## src/rtl/tlp_pkg.sv

```systemverilog
// Shared definitions for the TLP stream detector: class indices, fmt/type codes
// and header/payload size arithmetic.
package tlp_pkg;

  localparam int NUM_TLP_CLASSES = 13;

  localparam int CLS_MRD32  = 0;
  localparam int CLS_MRD64  = 1;
  localparam int CLS_MRDLK  = 2;
  localparam int CLS_IORD   = 3;
  localparam int CLS_IOWR   = 4;
  localparam int CLS_CFGRD0 = 5;
  localparam int CLS_CFGWR0 = 6;
  localparam int CLS_CFGRD1 = 7;
  localparam int CLS_CFGWR1 = 8;
  localparam int CLS_CPL    = 9;
  localparam int CLS_CPLD   = 10;
  localparam int CLS_MWR32  = 11;
  localparam int CLS_MWR64  = 12;

  localparam logic [7:0] CODE_MRD32  = 8'h00;
  localparam logic [7:0] CODE_MRD64  = 8'h20;
  localparam logic [7:0] CODE_MRDLK  = 8'h01;
  localparam logic [7:0] CODE_IORD   = 8'h02;
  localparam logic [7:0] CODE_IOWR   = 8'h42;
  localparam logic [7:0] CODE_CFGRD0 = 8'h04;
  localparam logic [7:0] CODE_CFGWR0 = 8'h44;
  localparam logic [7:0] CODE_CFGRD1 = 8'h05;
  localparam logic [7:0] CODE_CFGWR1 = 8'h45;
  localparam logic [7:0] CODE_CPL    = 8'h0A;
  localparam logic [7:0] CODE_CPLD   = 8'h4A;
  localparam logic [7:0] CODE_MWR32  = 8'h40;
  localparam logic [7:0] CODE_MWR64  = 8'h60;

  typedef enum logic {ST_IDLE, ST_BODY} det_state_t;

  function automatic logic [2:0] tlp_hdr_dw(input logic [7:0] code);
    return code[5] ? 3'd4 : 3'd3;
  endfunction

  // Total DWs the header promises: header + payload (len 0 means 1024) + digest.
  function automatic logic [10:0] tlp_exp_dw(input logic [7:0] code, input logic [9:0] len,
                                             input logic td);
    logic [10:0] pay;
    pay = code[6] ? ((len == 10'd0) ? 11'd1024 : {1'b0, len}) : 11'd0;
    return {8'd0, tlp_hdr_dw(code)} + pay + {10'd0, td};
  endfunction

endpackage

```

## src/rtl/tlp_class_decode.sv

```systemverilog
// Combinational fmt/type byte to one-hot class decoder; masked-off or unknown
// codes come out all-zero and flagged unsupported.
module tlp_class_decode
  import tlp_pkg::*;
#(
  parameter logic [NUM_TLP_CLASSES-1:0] TYPE_MASK = 13'h1FFF
) (
  input  logic [7:0]                 i_code,
  output logic [NUM_TLP_CLASSES-1:0] o_class,
  output logic                       o_unsup
);

  logic [NUM_TLP_CLASSES-1:0] w_raw;

  always_comb begin
    w_raw = '0;
    case (i_code)
      CODE_MRD32:  w_raw[CLS_MRD32]  = 1'b1;
      CODE_MRD64:  w_raw[CLS_MRD64]  = 1'b1;
      CODE_MRDLK:  w_raw[CLS_MRDLK]  = 1'b1;
      CODE_IORD:   w_raw[CLS_IORD]   = 1'b1;
      CODE_IOWR:   w_raw[CLS_IOWR]   = 1'b1;
      CODE_CFGRD0: w_raw[CLS_CFGRD0] = 1'b1;
      CODE_CFGWR0: w_raw[CLS_CFGWR0] = 1'b1;
      CODE_CFGRD1: w_raw[CLS_CFGRD1] = 1'b1;
      CODE_CFGWR1: w_raw[CLS_CFGWR1] = 1'b1;
      CODE_CPL:    w_raw[CLS_CPL]    = 1'b1;
      CODE_CPLD:   w_raw[CLS_CPLD]   = 1'b1;
      CODE_MWR32:  w_raw[CLS_MWR32]  = 1'b1;
      CODE_MWR64:  w_raw[CLS_MWR64]  = 1'b1;
      default:     w_raw = '0;
    endcase
  end

  assign o_class = w_raw & TYPE_MASK;
  assign o_unsup = ~|o_class;

endmodule

```

## src/rtl/tlp_stream_detector.sv

```systemverilog
// Passive TLP stream monitor: one registered class/length/error report per TLP,
// plus saturating TLP and error counters.
module tlp_stream_detector
  import tlp_pkg::*;
#(
  parameter int                         CNT_W      = 16,
  parameter bit                         STRICT_LEN = 1'b1,
  parameter logic [NUM_TLP_CLASSES-1:0] TYPE_MASK  = 13'h1FFF
) (
  input  logic                       clk,
  input  logic                       rst,
  input  logic                       in_valid,
  input  logic                       in_sop,
  input  logic                       in_eop,
  input  logic [31:0]                in_data,
  output logic                       det_valid,
  output logic [NUM_TLP_CLASSES-1:0] det_type,
  output logic [9:0]                 det_len,
  output logic                       det_err_unsup,
  output logic                       det_err_len,
  output logic                       det_err_trunc,
  output logic [CNT_W-1:0]           tlp_count,
  output logic [CNT_W-1:0]           err_count
);

  det_state_t                 r_state, w_state_nx;
  logic [NUM_TLP_CLASSES-1:0] r_class, w_dec_class, w_rep_class;
  logic                       r_unsup, w_dec_unsup, w_rep_unsup;
  logic [9:0]                 r_len, w_rep_len;
  logic [10:0]                r_exp, w_new_exp;
  logic [10:0]                r_cnt, w_cnt_nx, w_cnt_inc;
  logic                       w_start, w_rep, w_rep_elen, w_rep_trunc;
  logic                       w_unused_bits;

  tlp_class_decode #(.TYPE_MASK(TYPE_MASK)) u_decode (
    .i_code  (in_data[31:24]),
    .o_class (w_dec_class),
    .o_unsup (w_dec_unsup)
  );

  assign w_new_exp     = tlp_exp_dw(in_data[31:24], in_data[9:0], in_data[15]);
  assign w_cnt_inc     = (r_cnt == 11'h7FF) ? r_cnt : r_cnt + 11'd1;
  assign w_unused_bits = ^{in_data[23:16], in_data[14:10]};

  always_comb begin
    w_state_nx  = r_state;
    w_cnt_nx    = r_cnt;
    w_start     = 1'b0;
    w_rep       = 1'b0;
    w_rep_class = r_class;
    w_rep_unsup = r_unsup;
    w_rep_len   = r_len;
    w_rep_elen  = 1'b0;
    w_rep_trunc = 1'b0;
    if (in_valid) begin
      case (r_state)
        ST_IDLE: begin
          if (in_sop) begin
            w_start  = 1'b1;
            w_cnt_nx = 11'd1;
            if (in_eop) begin
              // Single-beat TLP reports its own freshly decoded header.
              w_rep       = 1'b1;
              w_rep_class = w_dec_class;
              w_rep_unsup = w_dec_unsup;
              w_rep_len   = in_data[9:0];
              w_rep_elen  = STRICT_LEN && (w_new_exp != 11'd1);
            end else begin
              w_state_nx = ST_BODY;
            end
          end
        end
        ST_BODY: begin
          if (in_sop) begin
            // Abort: report the previous TLP as truncated, start the new one.
            w_rep       = 1'b1;
            w_rep_trunc = 1'b1;
            w_start     = 1'b1;
            w_cnt_nx    = 11'd1;
            w_state_nx  = in_eop ? ST_IDLE : ST_BODY;
          end else begin
            w_cnt_nx = w_cnt_inc;
            if (in_eop) begin
              w_rep      = 1'b1;
              w_rep_elen = STRICT_LEN && (w_cnt_inc != r_exp);
              w_state_nx = ST_IDLE;
            end
          end
        end
        default: w_state_nx = ST_IDLE;
      endcase
    end
  end

  always_ff @(posedge clk or posedge rst) begin
    if (rst) begin
      r_state <= ST_IDLE;
      r_cnt   <= '0;
      r_class <= '0;
      r_unsup <= 1'b0;
      r_len   <= '0;
      r_exp   <= '0;
    end else begin
      r_state <= w_state_nx;
      r_cnt   <= w_cnt_nx;
      if (w_start) begin
        r_class <= w_dec_class;
        r_unsup <= w_dec_unsup;
        r_len   <= in_data[9:0];
        r_exp   <= w_new_exp;
      end
    end
  end

  // Report stage: fields hold between reports, counters saturate.
  always_ff @(posedge clk or posedge rst) begin
    if (rst) begin
      det_valid     <= 1'b0;
      det_type      <= '0;
      det_len       <= '0;
      det_err_unsup <= 1'b0;
      det_err_len   <= 1'b0;
      det_err_trunc <= 1'b0;
      tlp_count     <= '0;
      err_count     <= '0;
    end else begin
      det_valid <= w_rep;
      if (w_rep) begin
        det_type      <= w_rep_class;
        det_len       <= w_rep_len;
        det_err_unsup <= w_rep_unsup;
        det_err_len   <= w_rep_elen;
        det_err_trunc <= w_rep_trunc;
        if (tlp_count != {CNT_W{1'b1}}) tlp_count <= tlp_count + 1'b1;
        if ((w_rep_unsup || w_rep_elen || w_rep_trunc) && (err_count != {CNT_W{1'b1}}))
          err_count <= err_count + 1'b1;
      end
    end
  end

endmodule

```

## config.mk

```make
export PLATFORM = sky130hd
export DESIGN_NAME = tlp_stream_detector
export DESIGN_NICKNAME = d
export VERILOG_FILES = /design/src/rtl/tlp_pkg.sv /design/src/rtl/tlp_class_decode.sv /design/src/rtl/tlp_stream_detector.sv
export SDC_FILE = /design/constraint.sdc
export NUM_CORES = 1
export LEC_CHECK = 0
export ABC_AREA = 0
export CAP_MARGIN = 20
export CORE_UTILIZATION = 45
export DETAILED_ROUTE_END_ITERATION = 8
export PLACE_DENSITY_LB_ADDON = 0.05
export SKIP_CTS_REPAIR_TIMING = 1
export SLEW_MARGIN = 20
export SYNTH_ARGS = -nofsm -noshare
export SYNTH_HDL_FRONTEND = slang
export SYNTH_HIERARCHICAL = 1
export SYNTH_SLANG_ARGS = --single-unit
export TNS_END_PERCENT = 50
```

## constraint.sdc

```tcl
create_clock -name clk -period 3.2 [get_ports clk]
set_input_delay 0.64 -clock clk [delete_from_list [all_inputs] [get_ports clk]]
set_output_delay 0.64 -clock clk [all_outputs]
set_load 0.01 [all_outputs]
```

==> metrics.md <==
| Metric | Value |
|---|---|
| Post-synth top area cell | `dfrtp_1` |
| Critical Path Source | `in_data[0]` |
| Critical R2R Launch | `r_cnt[1]` |
| IO Pins | `96` |
| F_max | `325 MHz` |
| RR Endpoint | `err_count[14]` |
| Max-slew violations | `0` |
| CP Class | `input port to flop` |
| Wire per inst | `16.6 um` |
| Async SR Flop Fraction | `100%` |
| TritonCTS buffer count | `9` |
| Largest net degree at the start of global routing | `107` |
| Hpwl dp | `9.91 mm` |
| WHS Path Cells | `2` |
| Crit path DAT | `3.32 ns` |
| Class of the worst hold path | `flop to flop` |
| Cells after Synth | `581` |
| First-pass GRT wire length | `23.5 mm` |
| FF+latch count, synth | `106` |
| Chip height | `116 um` |
| ANT nets after route | `0` |
| Sequential share of the synthesized area | `45.2%` |
| Vias | `4737` |
| CTS Root Cell | `clkbuf_16` |
| Initial Util | `46.4%` |
| DIE AREA | `0.0135 sq mm` |
| Clock Latency Late Sink | `0.35 ns` |
| Gr usage total | `22.4%` |
| Layout area overhead | `29.9%` |
| Total core area | `0.0127 sq mm` |
| WL final | `14.4 mm` |
| Area share of the largest cell type after synthesis | `45.2%` |
| Ant diodes | `0` |
| Top FF cell, synth | `dfrtp_1` |
| Final setup margin | `0.119 ns` |
| Ratio of cells with drive above 1 in the final layout | `21.4%` |
| LEAKAGE | `3.37 nW` |
| Worst Reg2Reg Path Length in Cells | `10` |
| Remaining DRCs | `0` |
| Number of flops mapped to enable cells by yosys | `0` |
| Maximum fanout along the worst path | `4` |
| Maximum VDD drop | `0.000332 V` |
| Max-cap viol count | `0` |
| Status | `complete, no violations` |
| Final Cycle Share | `96.3%` |
| Final hold violation count | `0` |
| Initial antenna violation count | `0` |
| Setup Viol. Count Final | `0` |
| Post-place setup slack | `-0.679 ns` |
| H-tree levels | `3` |
| Fin Hold WS | `0.487 ns` |
| Row count | `41` |
| Crit start category | `input port` |
| Avg Inst Size Synth | `10.1 sq um` |
| Ranking of synthesized cells by area | `dfrtp_1 (45%), xnor2_1 (5.7%), mux2_2 (5.4%)` |
| Drt first-iter violations | `274` |
| Rel. slew slack | `54.1%` |
| Port-buffer cells | `82` |
| Die width | `116 um` |
| Vias in the first global route | `4710` |
| RSZ-0062 raised after global routing | `yes` |
| Avg Vias per Cell | `5.46` |
| Layout Nets | `735` |
| CP endpoint kind | `flop` |
| Clock-pin slew on the worst setup and hold paths | `0.07 ns` |
| First drt pass iteration count | `5` |
| Hold_sp | `det_len[8]` |
| Reg2reg setup slack | `0.50 ns` |
| CTS max path bufs | `2` |
| Grt ovf | `0` |
| Critical Path RT | `3.43 ns` |
| Cell Area, Synth | `0.00587 sq mm` |
| CTS tree | `done` |
| Most common cell after layout, fill and taps aside | `dfrtp_1` |
| Worst Hold End | `det_len[8]` |
| Power per Cell Area | `493 mW/mm^2` |
| Unique masters post-synth | `70` |
| Fin crit period | `3.08 ns` |
| CTS sink count | `106` |
| YS warnings | `6` |
| Placer congestion estimate | `0.869` |
| Syn nets | `625` |
| Clk_skew | `0.00829 ns` |
| Commonest non-fill, non-tap cells in the layout | `dfrtp_1 (106), clkdlybuf4s50_1 (77), nand2_1 (68)` |
| Worst slew pin tran | `0.683 ns` |
critical path: stages:
cell and delay [ns]:
buf_6 0.10, and2_4 0.15, fa_2 0.38, fa_2 0.37
a21o_1 0.21, and2_4 0.18, nor3_2 0.09, a31oi_1 0.07
o31ai_2 0.37, o221ai_4 0.21, o21ai_2 0.23, mux2_4 0.31
logic make-up (layout without fill, tap and decap cells):
group | count (synthesis) | in the layout | share of synthesized area [%]
AOI/OAI and AO/OA | 114 | 114 | 14.0
xor gates and xnor gates | 50 | 50 | 7.46
adders and majority gates | 7 | 7 | 1.75
buffers and inverters | 50 | 165 | 3.62
DFF | 106 | 106 | 45.2
muxes | 55 | 55 | 9.97
and+or+nand+nor | 199 | 199 | 18.0
through the flow:
| step | instances | cell area (sq um) | power (W) | util [%] | setup TNS, ns |
|---|---|---|---|---|---|
| detailed placement | 850 | 7160 | 0.00262 | 56.5 | -10.40 |
| global placement | 850 | 7160 | 0.00260 | 56.5 | -8.94 |
| global route | 868 | 7630 | 0.00396 | 60.2 | -0.00791 |
| finish | 868 | 7630 | 0.00376 | 60.2 | 0 |
| CTS | 866 | 7470 | 0.00378 | 58.9 | -5.32 |
| floorplan | 581 | 5880 | 0.00217 | - | -2.31 |
power breakdown:
part	switching (W)	leakage, nW	internal, W
sequential	0.000182	1.39	0.00150
combinational	0.000435	1.83	0.000508
clock	0.000527	0.152	0.000616
cells in the mapped netlist, types with 5 or more instances:
| library cell | count |
|---|---|
| nand3_1 | 19 |
| a21oi_1 | 13 |
| xnor2_1 | 38 |
| inv_1 | 13 |
| mux2i_1 | 27 |
| ha_1 | 5 |
| xor2_1 | 12 |
| nor3_1 | 14 |
| and2_1 | 9 |
| mux2_2 | 28 |
| nand4_1 | 7 |
| dfrtp_1 | 106 |
| clkbuf_1 | 20 |
| nor2_1 | 33 |
| o21ai_0 | 44 |
| o22ai_1 | 5 |
| and3_1 | 14 |
| nand2_1 | 68 |
| a31oi_1 | 9 |
| o211ai_2 | 10 |
| buf_2 | 10 |
final cells by class:
type / count / area, sq um
repair buffers: 136 / 1280
multi-input cells: 425 / 3130
inverters: 13 / 52.6
well taps: 172 / 215
clock buffers: 9 / 225
fillers: 1090 / 5040
flip-flops and latches: 106 / 2650
clock inverters: 7 / 77.6
sequential cells by signal, indices dropped and copies added, names as in the netlist:
signal,flops
det_err_len,1
det_err_trunc,1
det_err_unsup,1
det_len,10
det_type,13
det_valid,1
err_count,16
r_class,13
r_cnt,11
r_exp,11
r_len,10
r_state,1
r_unsup,1
tlp_count,16
per-layer routing:
| layer | track usage (%) | part of all wire (%) | vias up |
|---|---|---|---|
| li1 | - | - | 2291 |
| met1 | 29.0 | 44 | 2338 |
| met2 | 37.1 | 50 | 93 |
| met3 | 6.07 | 4.1 | 15 |
| met4 | 5.56 | 1.4 | 0 |
| met5 | 0 | 0 | - |
worst max-delay path by stage:
stage | to | depth (start not counted)
after floorplan | err_count[1] | 12
after global placement | err_count[14] | 13
after detailed placement | err_count[9] | 13
after CTS | err_count[9] | 13
after global routing | err_count[1] | 12
final | err_count[1] | 12
No activity file was read; power rests on OpenSTA's default activity.
